**src/rtl/instr_bundle_asm.sv**
```systemverilog
// Instruction bundle assembler: collects four tagged 128-bit beats into one bundle,
// resynchronises on tag errors and queues finished bundles for the layer controllers.

module instr_bundle_fifo #(
  parameter int DW    = 513,
  parameter int DEPTH = 4
) (
  input  logic                     clk,
  input  logic                     rst_n,
  input  logic                     push,
  input  logic [DW-1:0]            wdata,
  input  logic                     pop,
  output logic [DW-1:0]            rdata,
  output logic [$clog2(DEPTH):0]   count
);
  localparam int PW = $clog2(DEPTH);
  localparam int CW = PW + 1;

  logic [DEPTH-1:0][DW-1:0] mem_q;
  logic [PW-1:0]            wr_q, rd_q;
  logic [CW-1:0]            count_q;

  always_ff @(posedge clk or negedge rst_n) begin
    if (!rst_n) begin
      mem_q   <= '0;
      wr_q    <= '0;
      rd_q    <= '0;
      count_q <= '0;
    end else begin
      if (push) begin
        mem_q[wr_q] <= wdata;
        wr_q        <= wr_q + PW'(1);
      end
      if (pop) rd_q <= rd_q + PW'(1);
      count_q <= count_q + CW'(push) - CW'(pop);
    end
  end

  // Head entry comes straight from storage flops; it holds until popped.
  assign rdata = mem_q[rd_q];
  assign count = count_q;
endmodule

module instr_bundle_asm #(
  parameter int AXIS_DATA_WIDTH = 128,
  parameter int BEATS_PER_INSTR = 4,
  parameter int FIFO_DEPTH      = 4,
  parameter int CNT_WIDTH       = 16
) (
  input  logic                                       clk,
  input  logic                                       rst_n,
  input  logic                                       s_axis_instr_tvalid,
  output logic                                       s_axis_instr_tready,
  input  logic [AXIS_DATA_WIDTH-1:0]                 s_axis_instr_tdata,
  output logic                                       m_instr_valid,
  input  logic                                       m_instr_ready,
  output logic [BEATS_PER_INSTR*AXIS_DATA_WIDTH-1:0] m_instr_data,
  output logic                                       m_instr_last,
  output logic                                       err_seq,
  output logic [CNT_WIDTH-1:0]                       err_cnt,
  output logic [CNT_WIDTH-1:0]                       instr_cnt,
  output logic                                       busy
);
  localparam int W  = AXIS_DATA_WIDTH;
  localparam int BW = BEATS_PER_INSTR * W;
  localparam int IW = $clog2(BEATS_PER_INSTR);
  localparam int CW = $clog2(FIFO_DEPTH) + 1;
  localparam logic [IW-1:0] LAST_IDX = IW'(BEATS_PER_INSTR - 1);

  typedef enum logic {COLLECT, RESYNC} state_t;

  typedef struct packed {
    logic          last;
    logic [BW-1:0] data;
  } bundle_t;

  state_t                           state_q, state_d;
  logic [IW-1:0]                    beat_idx_q, beat_idx_d;
  logic [BEATS_PER_INSTR-2:0][W-1:0] stg_q;
  logic                             stg_last_q;
  logic                             run_q;
  logic                             err_seq_q;
  logic [CNT_WIDTH-1:0]             err_cnt_q, instr_cnt_q;

  logic [3:0]    nib;
  logic          hdr, good, acc;
  logic          stg_wr, stg_clr, push, err_inc;
  logic [IW-1:0] stg_slot;
  logic          pop, fifo_full;
  logic [CW-1:0] fifo_count;
  bundle_t       push_b, head_b;

  assign nib  = s_axis_instr_tdata[W-1 -: 4];
  assign hdr  = (nib == 4'h8);
  assign good = (nib == {1'b1, beat_idx_q, 1'b0});

  assign fifo_full = (fifo_count == CW'(FIFO_DEPTH));
  assign pop       = m_instr_valid & m_instr_ready;

  // run_q keeps tready low while reset is held and for the first edge after.
  always_comb begin
    s_axis_instr_tready = 1'b0;
    if (run_q) begin
      if (state_q == RESYNC)            s_axis_instr_tready = 1'b1;
      else if (beat_idx_q == LAST_IDX)  s_axis_instr_tready = !fifo_full;
      else                              s_axis_instr_tready = 1'b1;
    end
  end

  assign acc = s_axis_instr_tvalid & s_axis_instr_tready;

  always_ff @(posedge clk or negedge rst_n) begin
    if (!rst_n) begin
      state_q    <= COLLECT;
      beat_idx_q <= '0;
    end else begin
      state_q    <= state_d;
      beat_idx_q <= beat_idx_d;
    end
  end

  always_comb begin
    state_d    = state_q;
    beat_idx_d = beat_idx_q;
    stg_wr     = 1'b0;
    stg_clr    = 1'b0;
    stg_slot   = '0;
    push       = 1'b0;
    err_inc    = 1'b0;
    if (acc) begin
      case (state_q)
        COLLECT: begin
          if (good) begin
            if (beat_idx_q == LAST_IDX) begin
              push       = 1'b1;
              beat_idx_d = '0;
            end else begin
              stg_wr     = 1'b1;
              stg_slot   = beat_idx_q;
              beat_idx_d = beat_idx_q + IW'(1);
            end
          end else begin
            err_inc = 1'b1;
            stg_clr = 1'b1;
            if (hdr) begin
              // A fresh header restarts the bundle instead of forcing resync.
              stg_wr     = 1'b1;
              beat_idx_d = IW'(1);
            end else begin
              state_d    = RESYNC;
              beat_idx_d = '0;
            end
          end
        end
        RESYNC: begin
          if (hdr) begin
            stg_wr     = 1'b1;
            beat_idx_d = IW'(1);
            state_d    = COLLECT;
          end
        end
        default: state_d = COLLECT;
      endcase
    end
  end

  always_ff @(posedge clk or negedge rst_n) begin
    if (!rst_n) begin
      stg_q      <= '0;
      stg_last_q <= 1'b0;
    end else begin
      for (int k = 0; k < BEATS_PER_INSTR-1; k++) begin
        if (stg_wr && stg_slot == IW'(k)) stg_q[k] <= s_axis_instr_tdata;
        else if (stg_clr)                 stg_q[k] <= '0;
      end
      if (stg_wr && stg_slot == '0) stg_last_q <= s_axis_instr_tdata[W-8];
      else if (stg_clr)             stg_last_q <= 1'b0;
    end
  end

  always_ff @(posedge clk or negedge rst_n) begin
    if (!rst_n) begin
      run_q       <= 1'b0;
      err_seq_q   <= 1'b0;
      err_cnt_q   <= '0;
      instr_cnt_q <= '0;
    end else begin
      run_q <= 1'b1;
      if (err_inc) err_seq_q <= 1'b1;
      if (err_inc && err_cnt_q != '1) err_cnt_q <= err_cnt_q + CNT_WIDTH'(1);
      if (push) instr_cnt_q <= instr_cnt_q + CNT_WIDTH'(1);
    end
  end

  // Beat 0 sits in the LSBs; the final beat comes straight off the bus.
  assign push_b.last = stg_last_q;
  assign push_b.data = {s_axis_instr_tdata, stg_q};

  instr_bundle_fifo #(
    .DW    ($bits(bundle_t)),
    .DEPTH (FIFO_DEPTH)
  ) u_fifo (
    .clk   (clk),
    .rst_n (rst_n),
    .push  (push),
    .wdata (push_b),
    .pop   (pop),
    .rdata (head_b),
    .count (fifo_count)
  );

  assign m_instr_valid = (fifo_count != '0);
  assign m_instr_data  = head_b.data;
  assign m_instr_last  = head_b.last;
  assign err_seq       = err_seq_q;
  assign err_cnt       = err_cnt_q;
  assign instr_cnt     = instr_cnt_q;
  assign busy          = (beat_idx_q != '0) || (fifo_count != '0) || (state_q == RESYNC);
endmodule

```
**config.mk**
```make
export PLATFORM = sky130hd
export DESIGN_NAME = instr_bundle_asm
export DESIGN_NICKNAME = d
export VERILOG_FILES = /design/src/rtl/instr_bundle_asm.sv
export SDC_FILE = /design/constraint.sdc
export NUM_CORES = 2
export LEC_CHECK = 0
export ABC_AREA = 1
export CAP_MARGIN = 20
export CORE_MARGIN = 10
export CORE_UTILIZATION = 35
export DETAILED_ROUTE_END_ITERATION = 8
export MAX_ROUTING_LAYER = met4
export PLACE_DENSITY = 0.55
export SETUP_SLACK_MARGIN = 0.2
export SYNTH_ARGS = -nofsm -noshare
export SYNTH_HDL_FRONTEND = slang
export SYNTH_SLANG_ARGS = --single-unit
```
**constraint.sdc**
```tcl
create_clock -name clk -period 6.9 [get_ports clk]
set_clock_uncertainty 0.15 [all_clocks]
set_input_delay 1.725 -clock clk [delete_from_list [all_inputs] [get_ports clk]]
set_output_delay 1.725 -clock clk [all_outputs]
set_load 0.01 [all_outputs]
```
# Word level (Yosys, flattened, before mapping)
# Index checks and enable logic that the tools add are counted.
[op_classes]
add_sub_neg = 7
n_lt_le_gt_ge = 3
eq_ne = 8
mux = 38
bitwise = 3
n_reduce_logical = 15
[ops]
columns = ["op", "n"]
rows = [
  ["$bwmux W2052", 1],
  ["$bmux W513 S2", 1],
  ["$demux W513 S2", 1],
  ["$mux W513", 2],
  ["$mux W128", 4],
  ["$add A16 B1 Y16 const B", 2],
  ["$mux W1", 19],
  ["$ne A16 B16 Y1 const B", 1],
  ["$mux W2", 7],
  ["$reduce_bool A2 Y1", 4],
  ["$add A2 B1 Y2 const B", 3],
  ["$lt A2 B3 Y1 const B", 2],
  ["$logic_and A1 B1 Y1", 5],
  ["$eq A2 B2 Y1 const B", 2],
  ["$eq A4 B4 Y1", 1],
  ["$eq A4 B4 Y1 const B", 1],
  ["$pmux W1 S2", 2],
  ["$pmux W2 S2", 1],
  ["$add A3 B1 Y3", 1],
  ["$eq A3 B3 Y1 const B", 1],
  ["$reduce_bool A3 Y1", 1],
  ["$sub A3 B1 Y3", 1],
  ["$and A1 B1 Y1", 2],
  ["$eq A2 B1 Y1 const B", 1],
  ["7 further kinds", 8],
]
[totals]
register_bits = 2481
in_bits = 132
word_cells = 91

# Logic depth before layout (Yosys ltp)
[depth]
depth_word = 10
depth_mapped = 13
ltp_nobuf = 11

# Cells and area by module
# From an unflattened synthesis, not the netlist that was laid out.
[unflattened]
hier_cells = 15142
hier_area_um2 = 115847.4
[by_module_without_submodules]
columns = ["mod", "instances", "cells_each", "area_per_inst_um2", "seq_area_each_um2"]
rows = [
  ["instr_bundle_fifo", 1, 13145, 97912.7, 51524.4],
  ["instr_bundle_asm", 1, 1997, 17934.7, 10535.1],
]

# Least setup slack after synthesis
# Ideal clock, no wire load.
[synth_path]
path_type = "reg-to-output"
start = "reg u_fifo.rd_q[0]"
end = "out m_instr_data[120]"
arrival_ns = 1.878
required_time_ns = 5.025
path_slack_ns = 3.147
path_stages_with_launch = 9
path_buffers = 6
cell_sequence = "dfrtp_1 > buf_2 > buf_2 > buf_2 > clkbuf_1 > clkbuf_1 > nor2_1 > o22ai_1 > buf_4"
[synth_via]
elab_chain_len = 2
[synth_rtl]
columns = ["item", "line_no", "source"]
rows = [
  ["start, declared", "20", "logic [PW-1:0] wr_q, rd_q;"],
  ["start signal, assigned", "34", "if (pop) rd_q <= rd_q + PW'(1);"],
  ["$bmux W513 S2", "40", "assign rdata = mem_q[rd_q];"],
  ["$mux W513 (not written as such)", "40", ""],
  ["end, declared", "57", "output logic [BEATS_PER_INSTR*AXIS_DATA_WIDTH-1:0] m_instr_data,"],
]
# No other way between the ends. The select of a mux whose other input is x is not followed.

# Worst setup path after layout
[layout_path]
start = "reg u_fifo.rd_q[1]"
end = "out m_instr_data[471]"
# Same word-level chain as after synthesis.

==> impl_metrics.env <==
export IMPL_avgSynthCellArea_um2=8.71
export IMPL_cts_sinks=2476
export IMPL_ios=681
export IMPL_die_width_um=567
export IMPL_cts_tree="built"
export IMPL_finalSetupTns_ns=0
export IMPL_end_kind="output port"
export IMPL_wl_per_cell_um=24.2
export IMPL_routabilityCongestion=0.848
export IMPL_postCtsHoldBufs=0
export IMPL_critical_path_required_ns=5.03
export IMPL_drt_wl_total_um=397000
export IMPL_fin_util_pct=41.8
export IMPL_synthCells=12000
export IMPL_fin_nets=12400
export IMPL_ir_worst_vdd_mv=0.360
export IMPL_timing_fmax_mhz=160
export IMPL_grt_pass1_wl_um=587000
export IMPL_start_util_pct=35.2
export IMPL_p_leak_nw=55.1
export IMPL_yosysWarnings=0
export IMPL_powerDensity_mw_per_mm2=373
export IMPL_crit_type="reg -> out"
export IMPL_rsz0062_at_grt="no"
export IMPL_drtIter0Drc=10100
export IMPL_status="finished, final reports clean"
export IMPL_worst_slew_pin_slew_ns=1.21
export IMPL_antenna_found_initial=24
export IMPL_hpwl_um=246000
export IMPL_cts_buffer_depth=4
export IMPL_postCtsSetupRepairBufs=0
export IMPL_setup_viol=0
export IMPL_grt_max_degree=221
export IMPL_drv_cap=0
export IMPL_grt_overflow=0
export IMPL_rows=200
export IMPL_maxSlewViolCount=0
export IMPL_fp_dieArea_mm2=0.322
export IMPL_worst_path_max_fanout=84
export IMPL_synth_area_mm2=0.105
export IMPL_final_common_cell="o21ai_0"
export IMPL_fin_crit_ns=6.24
export IMPL_syn2layout_area_growth_pct=18.6
export IMPL_yosysTopAreaCellShare_pct=59.2
export IMPL_numCtsBuffers=286
export IMPL_clockRootBuffer="clkbuf_16"
export IMPL_critPathArrivalTime_ns=4.37
export IMPL_ys_seq_elements=2476
export IMPL_drive_gt1_share_pct=5.21
export IMPL_fillers=29000
export IMPL_ys_seq_area_share_pct=59.2
export IMPL_grt_pass1_vias=87300
export IMPL_fin_hold_ws_ns=0.326
export IMPL_fp_coreArea_mm2=0.297
export IMPL_drc=0
export IMPL_grt_usage_pct=24.5
export IMPL_port_buffer_count=680
export IMPL_relSlewSlack_pct=18.8
export IMPL_avgViaCountPerCell=5.44
export IMPL_cts_resized=0
export IMPL_hold_path_class="reg -> reg"
export IMPL_ys_types=35
export IMPL_vias=89200
export IMPL_syn_nets=12200
export IMPL_firstDrtPassIters=7
export IMPL_synth_area_leaders="dfrtp_1 (59%), o21ai_0 (13%), nand2_1 (9.0%)"
export IMPL_ant_nets=0
export IMPL_finalPower_mw=46.4
export IMPL_hold_viol=0
export IMPL_cts_htree_levels=5
export IMPL_insertion_delay_ns=0.93
export IMPL_path_clk_slew_ns=0.06
export IMPL_final_cell_mix="o21ai_0 (2,742), nand2_1 (2,509), dfrtp_1 (2,474)"
export IMPL_start_kind="flop"
export IMPL_synth_area_leader_cell="dfrtp_1"
export IMPL_die_h_um=567
export IMPL_period_share_pct=90.5
[cell families (layout without fill, tap and decap cells)]
| group | count (synthesis) | in the layout | synth area share, % |
|---|---|---|---|
| buffers and inverters | 1529 | 1929 | 5.85 |
| and+or+nand+nor | 4381 | 4381 | 16.8 |
| adders and majority gates | 13 | 13 | 0.162 |
| xor gates and xnor gates | 32 | 32 | 0.268 |
| other | 1 | 26 | 0.00358 |
| DFF | 2476 | 2476 | 59.2 |
| AOI/OAI and AO/OA | 3594 | 3594 | 17.8 |
[where the power goes]
part | total (mW) | internal [mW] | switching (mW)
Clock | 15.2 | 8.90 | 6.32
Sequential | 14.8 | 14.6 | 0.157
Combinational | 16.4 | 5.92 | 10.5
Total | 46.4 | 29.4 | 17.0
[metrics by stage]
step | setup slack [ns] | std cells | cell area, um^2
floorplan | 3.15 | 12000 | 105000
global placement | 1.59 | 15900 | 115000
detailed placement | 1.57 | 15900 | 115000
CTS | 0.649 | 16400 | 124000
global route | 0.533 | 16400 | 124000
finish | 0.655 | 16400 | 124000
[cell type report]
type	count	area, um^2	share of cell area [%]
Antenna cell	25	62.6	0.0504
Clock buffer	412	8300	6.68
Clock inverter	93	1080	0.868
Inverter	566	2150	1.73
Multi-Input combinational cell	8021	36700	29.6
Sequential cell	2476	62000	49.9
Tap cell	3939	4930	3.97
Timing Repair Buffer	858	9000	7.25
[critical path: stages (launching register included)]
cell             delay, ns
dfrtp_4               0.76
inv_8                 0.70
buf_4                 0.41
buf_4                 0.31
o21ai_0               0.12
o22ai_1               0.36
clkdlybuf4s50_1       0.64
[cells in the mapped netlist]
cell,count
dfrtp_1,2476
a21oi_1,5
fa_1,1
buf_4,7
conb_1,1
ha_1,12
xor2_1,23
nor2_1,1053
nand2_1,2512
o211ai_2,1
nand3_4,1
nor3_4,2
clkbuf_1,615
nand3_1,773
o21ai_1,334
nor2_2,2
inv_2,4
nor3_1,14
xnor2_1,9
nand2_2,4
nor3_2,1
nor2_4,1
a22oi_1,1
buf_6,2
buf_1,61
inv_1,562
nand4_1,8
nand3_2,1
nand3b_1,2
buf_2,278
nand4_2,1
o21ai_0,2742
o22ai_1,511
or2_2,5
nor4_1,1
[registers in the layout, indices dropped and copies added (netlist names)]
name,cells
instr_cnt,16
u_fifo.wr_q,2
beat_idx_q,2
u_fifo.count,3
u_fifo.rd_q,2
err_seq,1
u_fifo.mem_q,2048
err_cnt,16
run_q,1
state_q,1
push_b,384
[layer usage]
metal / share of wire [%] / GRT usage, % / wire [um] / up-vias
met1: 42 / 32.0 / 168000 / 44400
met5: 0 / - / 0 / -
met4: 5.6 / 11.9 / 22300 / 0
met3: 8.0 / 4.96 / 31800 / 711
met2: 44 / 36.4 / 175000 / 3651
li1: - / - / - / 40400
[path summary, 6_finish.rpt]
kind	slack [ns]	depth (start not counted)	to	start
max in group asynchronous	4.14	3	u_fifo.mem_q[390]$_DFFE_PN0P_	rst_n
max	0.66	6	m_instr_data[471]	u_fifo.rd_q[1]$_DFFE_PN0P_
min	0.33	2	u_fifo.mem_q[1216]$_DFFE_PN0P_	u_fifo.mem_q[1216]$_DFFE_PN0P_
max reg2reg	3.35	9	u_fifo.mem_q[1977]$_DFFE_PN0P_	beat_idx_q[0]$_DFFE_PN0P_
min reg2reg	0.33	2	u_fifo.mem_q[1216]$_DFFE_PN0P_	u_fifo.mem_q[1216]$_DFFE_PN0P_
min in group asynchronous	0.70	1	push_b[339]$_DFFE_PN0P_	rst_n
(Power assumes the default switching activity.)
